$ cat config.mk
export PLATFORM = sky130hd
export DESIGN_NAME = trap_ctrl
export DESIGN_NICKNAME = d
export VERILOG_FILES = /design/src/rtl/trap_ctrl_pkg.sv /design/src/rtl/trap_ctrl_csr_port_mux.sv /design/src/rtl/trap_ctrl.sv
export SDC_FILE = /design/constraint.sdc
export NUM_CORES = 1
export LEC_CHECK = 0
export CAP_MARGIN = 40
export CORE_ASPECT_RATIO = 0.5
export CORE_MARGIN = 2
export CORE_UTILIZATION = 40
export CTS_CLUSTER_SIZE = 8
export DETAILED_ROUTE_END_ITERATION = 10
export PLACE_DENSITY = 0.8
export SKIP_CTS_REPAIR_TIMING = 1
export SLEW_MARGIN = 15
export SYNTH_ARGS = -nofsm -noshare
export SYNTH_HDL_FRONTEND = slang
export SYNTH_SLANG_ARGS = --single-unit
$ cat constraint.sdc
create_clock -name clk_i -period 1.95 [get_ports clk_i]
set_input_delay 0.39 -clock clk_i [delete_from_list [all_inputs] [get_ports clk_i]]
set_output_delay 0.39 -clock clk_i [all_outputs]
set_load 0.05 [all_outputs]
$ cat src/rtl/trap_ctrl_pkg.sv
// Shared constants and types for the machine-mode trap controller.
package trap_ctrl_pkg;

    // CSR addresses touched by the trap sequencer
    localparam logic [11:0] CSR_MSTATUS = 12'h300;
    localparam logic [11:0] CSR_MTVEC   = 12'h305;
    localparam logic [11:0] CSR_MEPC    = 12'h341;
    localparam logic [11:0] CSR_MCAUSE  = 12'h342;

    // Exception cause codes
    localparam int unsigned CAUSE_W          = 4;
    localparam logic [CAUSE_W-1:0] CAUSE_ILLEGAL    = 4'd2;
    localparam logic [CAUSE_W-1:0] CAUSE_BREAKPOINT = 4'd3;
    localparam logic [CAUSE_W-1:0] CAUSE_ECALL_M    = 4'd11;

    // mstatus bit positions
    localparam int unsigned MST_MIE    = 3;
    localparam int unsigned MST_MPIE   = 7;
    localparam int unsigned MST_MPP_LO = 11;
    localparam int unsigned MST_MPP_HI = 12;

    typedef enum logic [2:0] {
        IDLE      = 3'd0,
        RD_MST    = 3'd1,
        WR_MST    = 3'd2,
        WR_MEPC   = 3'd3,
        WR_MCAUSE = 3'd4,
        RD_MTVEC  = 3'd5,
        RD_MEPC   = 3'd6,
        REDIRECT  = 3'd7
    } trap_state_e;

    typedef enum logic {
        KIND_TRAP = 1'b0,
        KIND_MRET = 1'b1
    } trap_kind_e;

    // CSR command (without data, whose width follows XLEN)
    typedef struct packed {
        logic        en;
        logic        we;
        logic [11:0] idx;
    } csr_cmd_t;

    // Cause selection: illegal beats ebreak beats ecall
    function automatic logic [CAUSE_W-1:0] trap_cause(input logic illegal, input logic ebreak);
        if (illegal) begin
            return CAUSE_ILLEGAL;
        end else if (ebreak) begin
            return CAUSE_BREAKPOINT;
        end
        return CAUSE_ECALL_M;
    endfunction

endpackage

$ cat src/rtl/trap_ctrl_csr_port_mux.sv
// Arbitrates the single CSR port between the pipeline and the trap sequencer.
module trap_ctrl_csr_port_mux
    import trap_ctrl_pkg::*;
#(
    parameter int unsigned XLEN = 64
) (
    input  logic            trap_own_i,
    input  logic            suppress_i,
    input  csr_cmd_t        trap_cmd_i,
    input  logic [XLEN-1:0] trap_wdata_i,
    input  csr_cmd_t        pipe_cmd_i,
    input  logic [XLEN-1:0] pipe_wdata_i,
    output csr_cmd_t        port_cmd_o,
    output logic [XLEN-1:0] port_wdata_o
);

    // Trap owns the port when busy; a trapping instruction loses its own CSR access
    always_comb begin
        port_cmd_o   = pipe_cmd_i;
        port_wdata_o = pipe_wdata_i;
        if (trap_own_i) begin
            port_cmd_o   = trap_cmd_i;
            port_wdata_o = trap_wdata_i;
        end else if (suppress_i) begin
            port_cmd_o.en = 1'b0;
            port_cmd_o.we = 1'b0;
        end
    end

endmodule

$ cat src/rtl/trap_ctrl.sv
// Machine-mode trap entry / mret sequencer driving CSR updates and a PC redirect.
module trap_ctrl
    import trap_ctrl_pkg::*;
#(
    parameter int unsigned XLEN = 64
) (
    input  logic            clk_i,
    input  logic            rst_n_i,
    input  logic            instr_valid_i,
    input  logic            id_ecall_i,
    input  logic            id_ebreak_i,
    input  logic            id_mret_i,
    input  logic            id_ilegl_instr_i,
    input  logic [XLEN-1:0] pc_i,
    input  logic            pipe_csr_en_i,
    input  logic            pipe_csr_we_i,
    input  logic [11:0]     pipe_csr_idx_i,
    input  logic [XLEN-1:0] pipe_csr_wdata_i,
    output logic            csr_en_o,
    output logic            csr_we_o,
    output logic [11:0]     csr_idx_o,
    output logic [XLEN-1:0] csr_wdata_o,
    input  logic [XLEN-1:0] csr_rdata_i,
    output logic            stall_o,
    output logic            redirect_valid_o,
    output logic [XLEN-1:0] redirect_pc_o
);

    trap_state_e        state_q;
    trap_kind_e         kind_q;
    logic [XLEN-1:0]    pc_q;
    logic [CAUSE_W-1:0] cause_q;
    logic [XLEN-1:0]    mst_q;
    logic               redirect_valid_q;
    logic [XLEN-1:0]    redirect_pc_q;

    logic               trap_any;
    logic               detect_c;
    logic [XLEN-1:0]    mst_wdata;
    csr_cmd_t           trap_cmd;
    logic [XLEN-1:0]    trap_wdata;
    csr_cmd_t           pipe_cmd;
    csr_cmd_t           port_cmd;

    // Detection is only possible in IDLE and never while reset is held
    assign trap_any = id_ilegl_instr_i | id_ebreak_i | id_ecall_i;
    assign detect_c = rst_n_i & (state_q == IDLE) & instr_valid_i & (trap_any | id_mret_i);

    // Sequencer state, latched context and redirect outputs
    always_ff @(posedge clk_i or negedge rst_n_i) begin
        if (!rst_n_i) begin
            state_q          <= IDLE;
            kind_q           <= KIND_TRAP;
            pc_q             <= '0;
            cause_q          <= '0;
            mst_q            <= '0;
            redirect_valid_q <= 1'b0;
            redirect_pc_q    <= '0;
        end else begin
            case (state_q)
                IDLE: begin
                    if (detect_c) begin
                        pc_q    <= pc_i;
                        state_q <= RD_MST;
                        if (trap_any) begin
                            kind_q  <= KIND_TRAP;
                            cause_q <= trap_cause(id_ilegl_instr_i, id_ebreak_i);
                        end else begin
                            kind_q  <= KIND_MRET;
                            cause_q <= '0;
                        end
                    end
                end
                RD_MST: begin
                    mst_q   <= csr_rdata_i;
                    state_q <= WR_MST;
                end
                WR_MST: begin
                    state_q <= (kind_q == KIND_TRAP) ? WR_MEPC : RD_MEPC;
                end
                WR_MEPC: begin
                    state_q <= WR_MCAUSE;
                end
                WR_MCAUSE: begin
                    state_q <= RD_MTVEC;
                end
                RD_MTVEC: begin
                    redirect_pc_q    <= {csr_rdata_i[XLEN-1:2], 2'b00};
                    redirect_valid_q <= 1'b1;
                    state_q          <= REDIRECT;
                end
                RD_MEPC: begin
                    redirect_pc_q    <= csr_rdata_i;
                    redirect_valid_q <= 1'b1;
                    state_q          <= REDIRECT;
                end
                REDIRECT: begin
                    redirect_pc_q    <= '0;
                    redirect_valid_q <= 1'b0;
                    state_q          <= IDLE;
                end
                default: begin
                    state_q <= IDLE;
                end
            endcase
        end
    end

    // New mstatus: trap stacks MIE into MPIE, mret restores it; MPP forced to M
    always_comb begin
        mst_wdata = mst_q;
        if (kind_q == KIND_TRAP) begin
            mst_wdata[MST_MPIE] = mst_q[MST_MIE];
            mst_wdata[MST_MIE]  = 1'b0;
        end else begin
            mst_wdata[MST_MIE]  = mst_q[MST_MPIE];
            mst_wdata[MST_MPIE] = 1'b1;
        end
        mst_wdata[MST_MPP_HI:MST_MPP_LO] = 2'b11;
    end

    // CSR access issued by the sequencer in each state
    always_comb begin
        trap_cmd   = '0;
        trap_wdata = '0;
        case (state_q)
            RD_MST: begin
                trap_cmd.en  = 1'b1;
                trap_cmd.idx = CSR_MSTATUS;
            end
            WR_MST: begin
                trap_cmd.en  = 1'b1;
                trap_cmd.we  = 1'b1;
                trap_cmd.idx = CSR_MSTATUS;
                trap_wdata   = mst_wdata;
            end
            WR_MEPC: begin
                trap_cmd.en  = 1'b1;
                trap_cmd.we  = 1'b1;
                trap_cmd.idx = CSR_MEPC;
                trap_wdata   = pc_q;
            end
            WR_MCAUSE: begin
                trap_cmd.en  = 1'b1;
                trap_cmd.we  = 1'b1;
                trap_cmd.idx = CSR_MCAUSE;
                trap_wdata   = XLEN'(cause_q);
            end
            RD_MTVEC: begin
                trap_cmd.en  = 1'b1;
                trap_cmd.idx = CSR_MTVEC;
            end
            RD_MEPC: begin
                trap_cmd.en  = 1'b1;
                trap_cmd.idx = CSR_MEPC;
            end
            default: begin
            end
        endcase
    end

    assign pipe_cmd.en  = pipe_csr_en_i;
    assign pipe_cmd.we  = pipe_csr_we_i;
    assign pipe_cmd.idx = pipe_csr_idx_i;

    trap_ctrl_csr_port_mux #(
        .XLEN (XLEN)
    ) u_csr_port_mux (
        .trap_own_i   (state_q != IDLE),
        .suppress_i   (detect_c),
        .trap_cmd_i   (trap_cmd),
        .trap_wdata_i (trap_wdata),
        .pipe_cmd_i   (pipe_cmd),
        .pipe_wdata_i (pipe_csr_wdata_i),
        .port_cmd_o   (port_cmd),
        .port_wdata_o (csr_wdata_o)
    );

    assign csr_en_o         = port_cmd.en;
    assign csr_we_o         = port_cmd.we;
    assign csr_idx_o        = port_cmd.idx;
    assign stall_o          = (state_q != IDLE) | detect_c;
    assign redirect_valid_o = redirect_valid_q;
    assign redirect_pc_o    = redirect_pc_q;

endmodule

# Word level (Yosys, flattened, before mapping)
# Cells that the tools add are included.
[classes]
eq_ne = 8
muxes = 25
bitwise_logic = 7
reduce_logical = 10
[ops]
columns = ["op", "count"]
rows = [
  ["64-bit case mux with 3 select lines", 2],
  ["64-bit 2-to-1 mux", 1],
  ["10-bit case mux with 4 select lines", 1],
  ["3-bit case mux with 7 select lines", 1],
  ["4-bit 2-to-1 mux", 4],
  ["3-bit equality test, second input constant", 4],
  ["12-bit 2-to-1 mux", 1],
  ["1-bit 2-to-1 mux", 10],
  ["3-bit by 2-bit equality test with 1-bit output, second input constant", 2],
  ["3-bit 2-to-1 mux", 2],
  ["3-bit nonzero test", 2],
  ["2-bit OR reduction", 3],
  ["6-bit OR reduction", 1],
  ["2-bit 2-to-1 mux", 2],
  ["1-bit bitwise OR", 4],
  ["1-bit AND", 3],
  ["3-bit by 1-bit equality test with 1-bit output, second input constant", 1],
  ["3-bit logical NOT", 1],
  ["3-bit OR reduction", 1],
  ["2-bit inequality test, second input constant", 1],
  ["1-bit case mux with 2 select lines", 1],
  ["2-bit AND reduction", 1],
  ["2-bit nonzero test", 1],
]
[word_totals]
register_bits = 201
input_bits = 213

# Logic depth before layout (Yosys ltp)
[depth]
depth_word = 8
depth_mapped = 9

# By module
# From an unflattened synthesis, not the netlist that was laid out.
[unflattened]
hier_cells = 782
hier_area_um2 = 9950.8
[by_module_without_submodules]
columns = ["module", "n_inst", "cells_per_inst", "area_per_inst_um2", "seq_area_each_um2"]
rows = [
  ["trap_ctrl", 1, 692, 8610.8, 4954.8],
  ["trap_ctrl_csr_port_mux", 1, 90, 1340.0, 0.0],
]

# Least setup slack after synthesis
# No wires, ideal clock.
[synth_path]
path_type = "register to output"
start = "register state_q[0]"
end = "output csr_wdata_o[0]"
t_arrival_ps = 2454
required_time_ps = 1560
setup_slack_ps = -894
stages_incl_launch_ff = 7
cell_sequence = "dfrtp_1 inv_1 ha_1 clkbuf_1 buf_2 a22oi_1 o31ai_1"
[synth_via]
elab_chain_cells = 3
word_cells_on_any_way = 6
[synth_rtl]
columns = ["element", "line_no", "text"]
rows = [
  ["start: declaration", "trap_ctrl.sv:29", "trap_state_e state_q;"],
  ["start signal: assignment", "trap_ctrl.sv:79", "state_q <= (kind_q == KIND_TRAP) ? WR_MEPC : RD_MEPC;"],
  ["3-bit equality test / 3-bit by 2-bit equality test with 1-bit output (equally long branches)", "trap_ctrl.sv:126", "case (state_q)"],
  ["64-bit case mux with 3 select lines", "trap_ctrl.sv:126", ""],
  ["64-bit 2-to-1 mux (*)", "trap_ctrl_csr_port_mux.sv:21", "if (trap_own_i) begin"],
  ["end: declaration", "trap_ctrl.sv:22", "output logic [XLEN-1:0] csr_wdata_o,"],
]
# Mark *: on every way between the ends. The rest lies on a longest branch, timed or not.

# Worst setup path in the final report
[layout_path]
start = "register state_q[1]"
end = "output csr_wdata_o[36]"
# Same word-level chain as after synthesis.

==> impl_metrics.toml <==
[placement]
place_worst_setup_slack_ns = -0.397
numPlacedInstances = 1687
place_hpwl_mm = 23.6
replace_congestion = 0.940
buffer_ports.inserted = 356

[run_status]
outcome = "complete, but fails checks"
failed_checks = "negative setup slack"

[power_and_ir_drop]
ir_drop_mv = 1.15
cellLeakagePower_nw = 7.16
power.switching_mw = 17.4
switch_share_pct = 48.3
report.power.total_mw = 36.1
combPwrFrac_pct = 68.9
pwr_density_cell_mw_per_mm2 = 2160
intPower_mw = 18.6
pwr-share-clk_pct = 10.0
power_frac_seq_pct = 21.1

[global_routing]
grt_start_max_net_pins = 199
global_route.usage.total_pct = 26.6
global_route_wire_length_before_repair_mm = 50.9
vias_in_the_first_global_route = 9488
grt_antenna_before_repair = 0
gr-total-overflow = 0

[logic_synthesis]
synth-edff-count = 0
ys_top_cells_by_area = "dfrtp_1 (53%), nand2_1 (13%), mux2_2 (7.7%), a21oi_1 (6.8%), nor2_1 (5.1%)"
most_used_standard_cells_in_the_synthesized_netlist = "nand2_1 (325), dfrtp_1 (198), nor2_1 (127)"
yosysSeqAreaShare_pct = 53.0
synth-seq-cells = 198
ys_warn_count = 0
ys_types = 38
synth_top_cell_area_share_pct = 53.0
async_flop_share_pct = 100
synthMostInstantiatedCell = "nand2_1"
synth_area_leader_cell = "dfrtp_1"
synth_area_per_cell_um2 = 8.93
syn-instance-count = 1046
yosys_most_used_dff = "dfrtp_1"
net_count_synth = 1263
post_synth_instance_area_mm2 = 0.00934

[sta]
fin_skew_ns = 0.00916
worst_pin_slew_ns = 1.10
max_freq_mhz = 385
layout_setup_ws_ns = -0.648
max-slew-margin-rel_pct = 26.8
finalHoldWorstSlack_ns = 0.230
post-route-min-period_ns = 2.60
rsz0062_at_grt = "true"
report.final.slew_viol_count = 0
final_min_period_over_clock_period_pct = 133
setup-tns-final_ns = -74.06
setup_viol = 313
hold_viol = 0

[floorplan]
core_region_area_mm2 = 0.0229
pin_count = 357
fp-row-count = 39
starting_density_pct = 40.8
die_width_um = 220
die_ar_mm2 = 0.0247
die_height_um = 112

[setup_path]
reg2reg_setup_slack_ns = -0.37
r2r-end = "pc_q[11]"
worstRegToRegCells = 7
critPathMaxFanout = 35
reg2reg_from = "state_q[1]"
timing.critical_path.from_type = "flop"
critPathArrivalTime_ns = 2.21
worstSetupEndpointType = "output pin"
critical_path_required_time_ns = 1.56
criticalPathCategory = "reg2out"

[clock_network]
h-tree-depth = 4
ctsLongestPathBuffers = 2
tritoncts = "yes"
tritoncts.num_buffers = 17
clk_transition_reported_paths_ns = 0.08
cts_root_buffer = "clkbuf_16"
clock_insertion_delay_worst_skew_ns = 0.44
cts.sink_count = 198

[layout]
n_fill_cell = 1445
layout.cells.non_filler = 1757
flow.area_growth_from_synthesis_pct = 78.7
proportion_of_layout_cells_with_a_drive_suffix_above_1_pct = 36.6
design.final.nets = 1653

[routing]
vias = 10160
drt_initial_violations = 913
postRouteAntennaNets = 0
route.detailed.vias_per_inst = 5.78
drc = 0
route.final.wire_length_mm = 42.7
wl_per_cell_um = 24.3
drt_pass1_iterations = 8

[flow_run]
drv_cap = 0

[worst_hold_path]
hold_class = "in2async"
flip-flops by register name, indices dropped and copies added (netlist names):
signal / cells
pc_q: 64
redirect_pc_o: 64
mst_q: 62
cause_q: 3
state_q: 3
kind_q: 1
redirect_valid_o: 1
critical path, stage by stage, from the launching register on:
cell and delay, ns:
dfrtp_2 0.47, ha_4 0.23, buf_12 0.19, a22oi_1 0.37
nor2_2 0.05, a21oi_1 0.20, nor2_2 0.08, buf_12 0.15
layout make-up:
type	count	area, um2	area share, %
flip-flops and latches	198	4960	29.7
clock inverters	12	120	0.719
well taps	307	384	2.30
repair buffers	453	5770	34.6
inverters	5	23.8	0.142
diodes	1	2.50	0.0150
multi-input cells	761	4970	29.8
clock buffers	20	467	2.80
cell families (layout without fill, tap and decap cells):
logic type,after synthesis,count (layout),share of synthesized area (%)
other cells,0,1,0
fa+ha+maj,4,4,0.536
flops,198,198,53.0
simple gates,468,468,19.3
mux,67,67,8.05
buf+inv,88,490,4.55
compound gates,221,222,14.5
power groups by stage:
stage | clock network, mW | registers, mW | logic, mW
CTS | 3.60 | 7.30 | 20.2
global route | 3.83 | 7.76 | 25.7
detailed placement | 0 | 7.35 | 20.1
finish | 3.61 | 7.60 | 24.9
global placement | 0 | 7.23 | 19.7
floorplan | 0 | 9.00 | 10.1
placed cells by master, fill, tap and decap left out, types with 5 or more instances in the layout:
master / netlist / routed
nor2_4: 0 / 26
dlymetal6s2s_1: 0 / 5
a22oi_1: 61 / 34
buf_12: 0 / 98
nand2_2: 0 / 35
dfrtp_1: 198 / 195
clkinv_4: 0 / 6
nor2_1: 127 / 51
mux2_2: 64 / 64
clkbuf_16: 0 / 35
and2_4: 0 / 6
buf_6: 6 / 16
clkdlybuf4s50_1: 0 / 255
nand2_1: 325 / 290
nor2_2: 1 / 51
a21oi_1: 126 / 62
buf_8: 0 / 5
a22oi_2: 0 / 27
buf_4: 4 / 52
a21oi_2: 0 / 64
stage by stage:
step,util [%],cell area (um2)
finish,72.9,16700
global route,72.9,16700
CTS,66.8,15300
detailed placement,64.2,14700
global placement,64.2,14700
floorplan,-,9780
metal layers:
metal / track usage, % / vias up / wire length [um]
met5: 0 / - / 0
met4: 14.1 / 0 / 2310
met3: 3.82 / 185 / 3640
met2: 44.7 / 623 / 20000
met1: 33.6 / 5091 / 16800
li1: - / 4261 / -
worst max path at each step:
stage | from | endpoint | cells past startpoint
2_1_floorplan | state_q[2] | csr_wdata_o[10] | 5
3_3_place_gp | id_ebreak_i | pc_q[48] | 6
3_5_place_dp | id_ebreak_i | pc_q[41] | 6
4_1_cts | state_q[1] | csr_en_o | 7
5_1_grt | state_q[1] | csr_wdata_o[36] | 7
6_report | state_q[1] | csr_wdata_o[36] | 7
(Power assumes the default switching activity.)
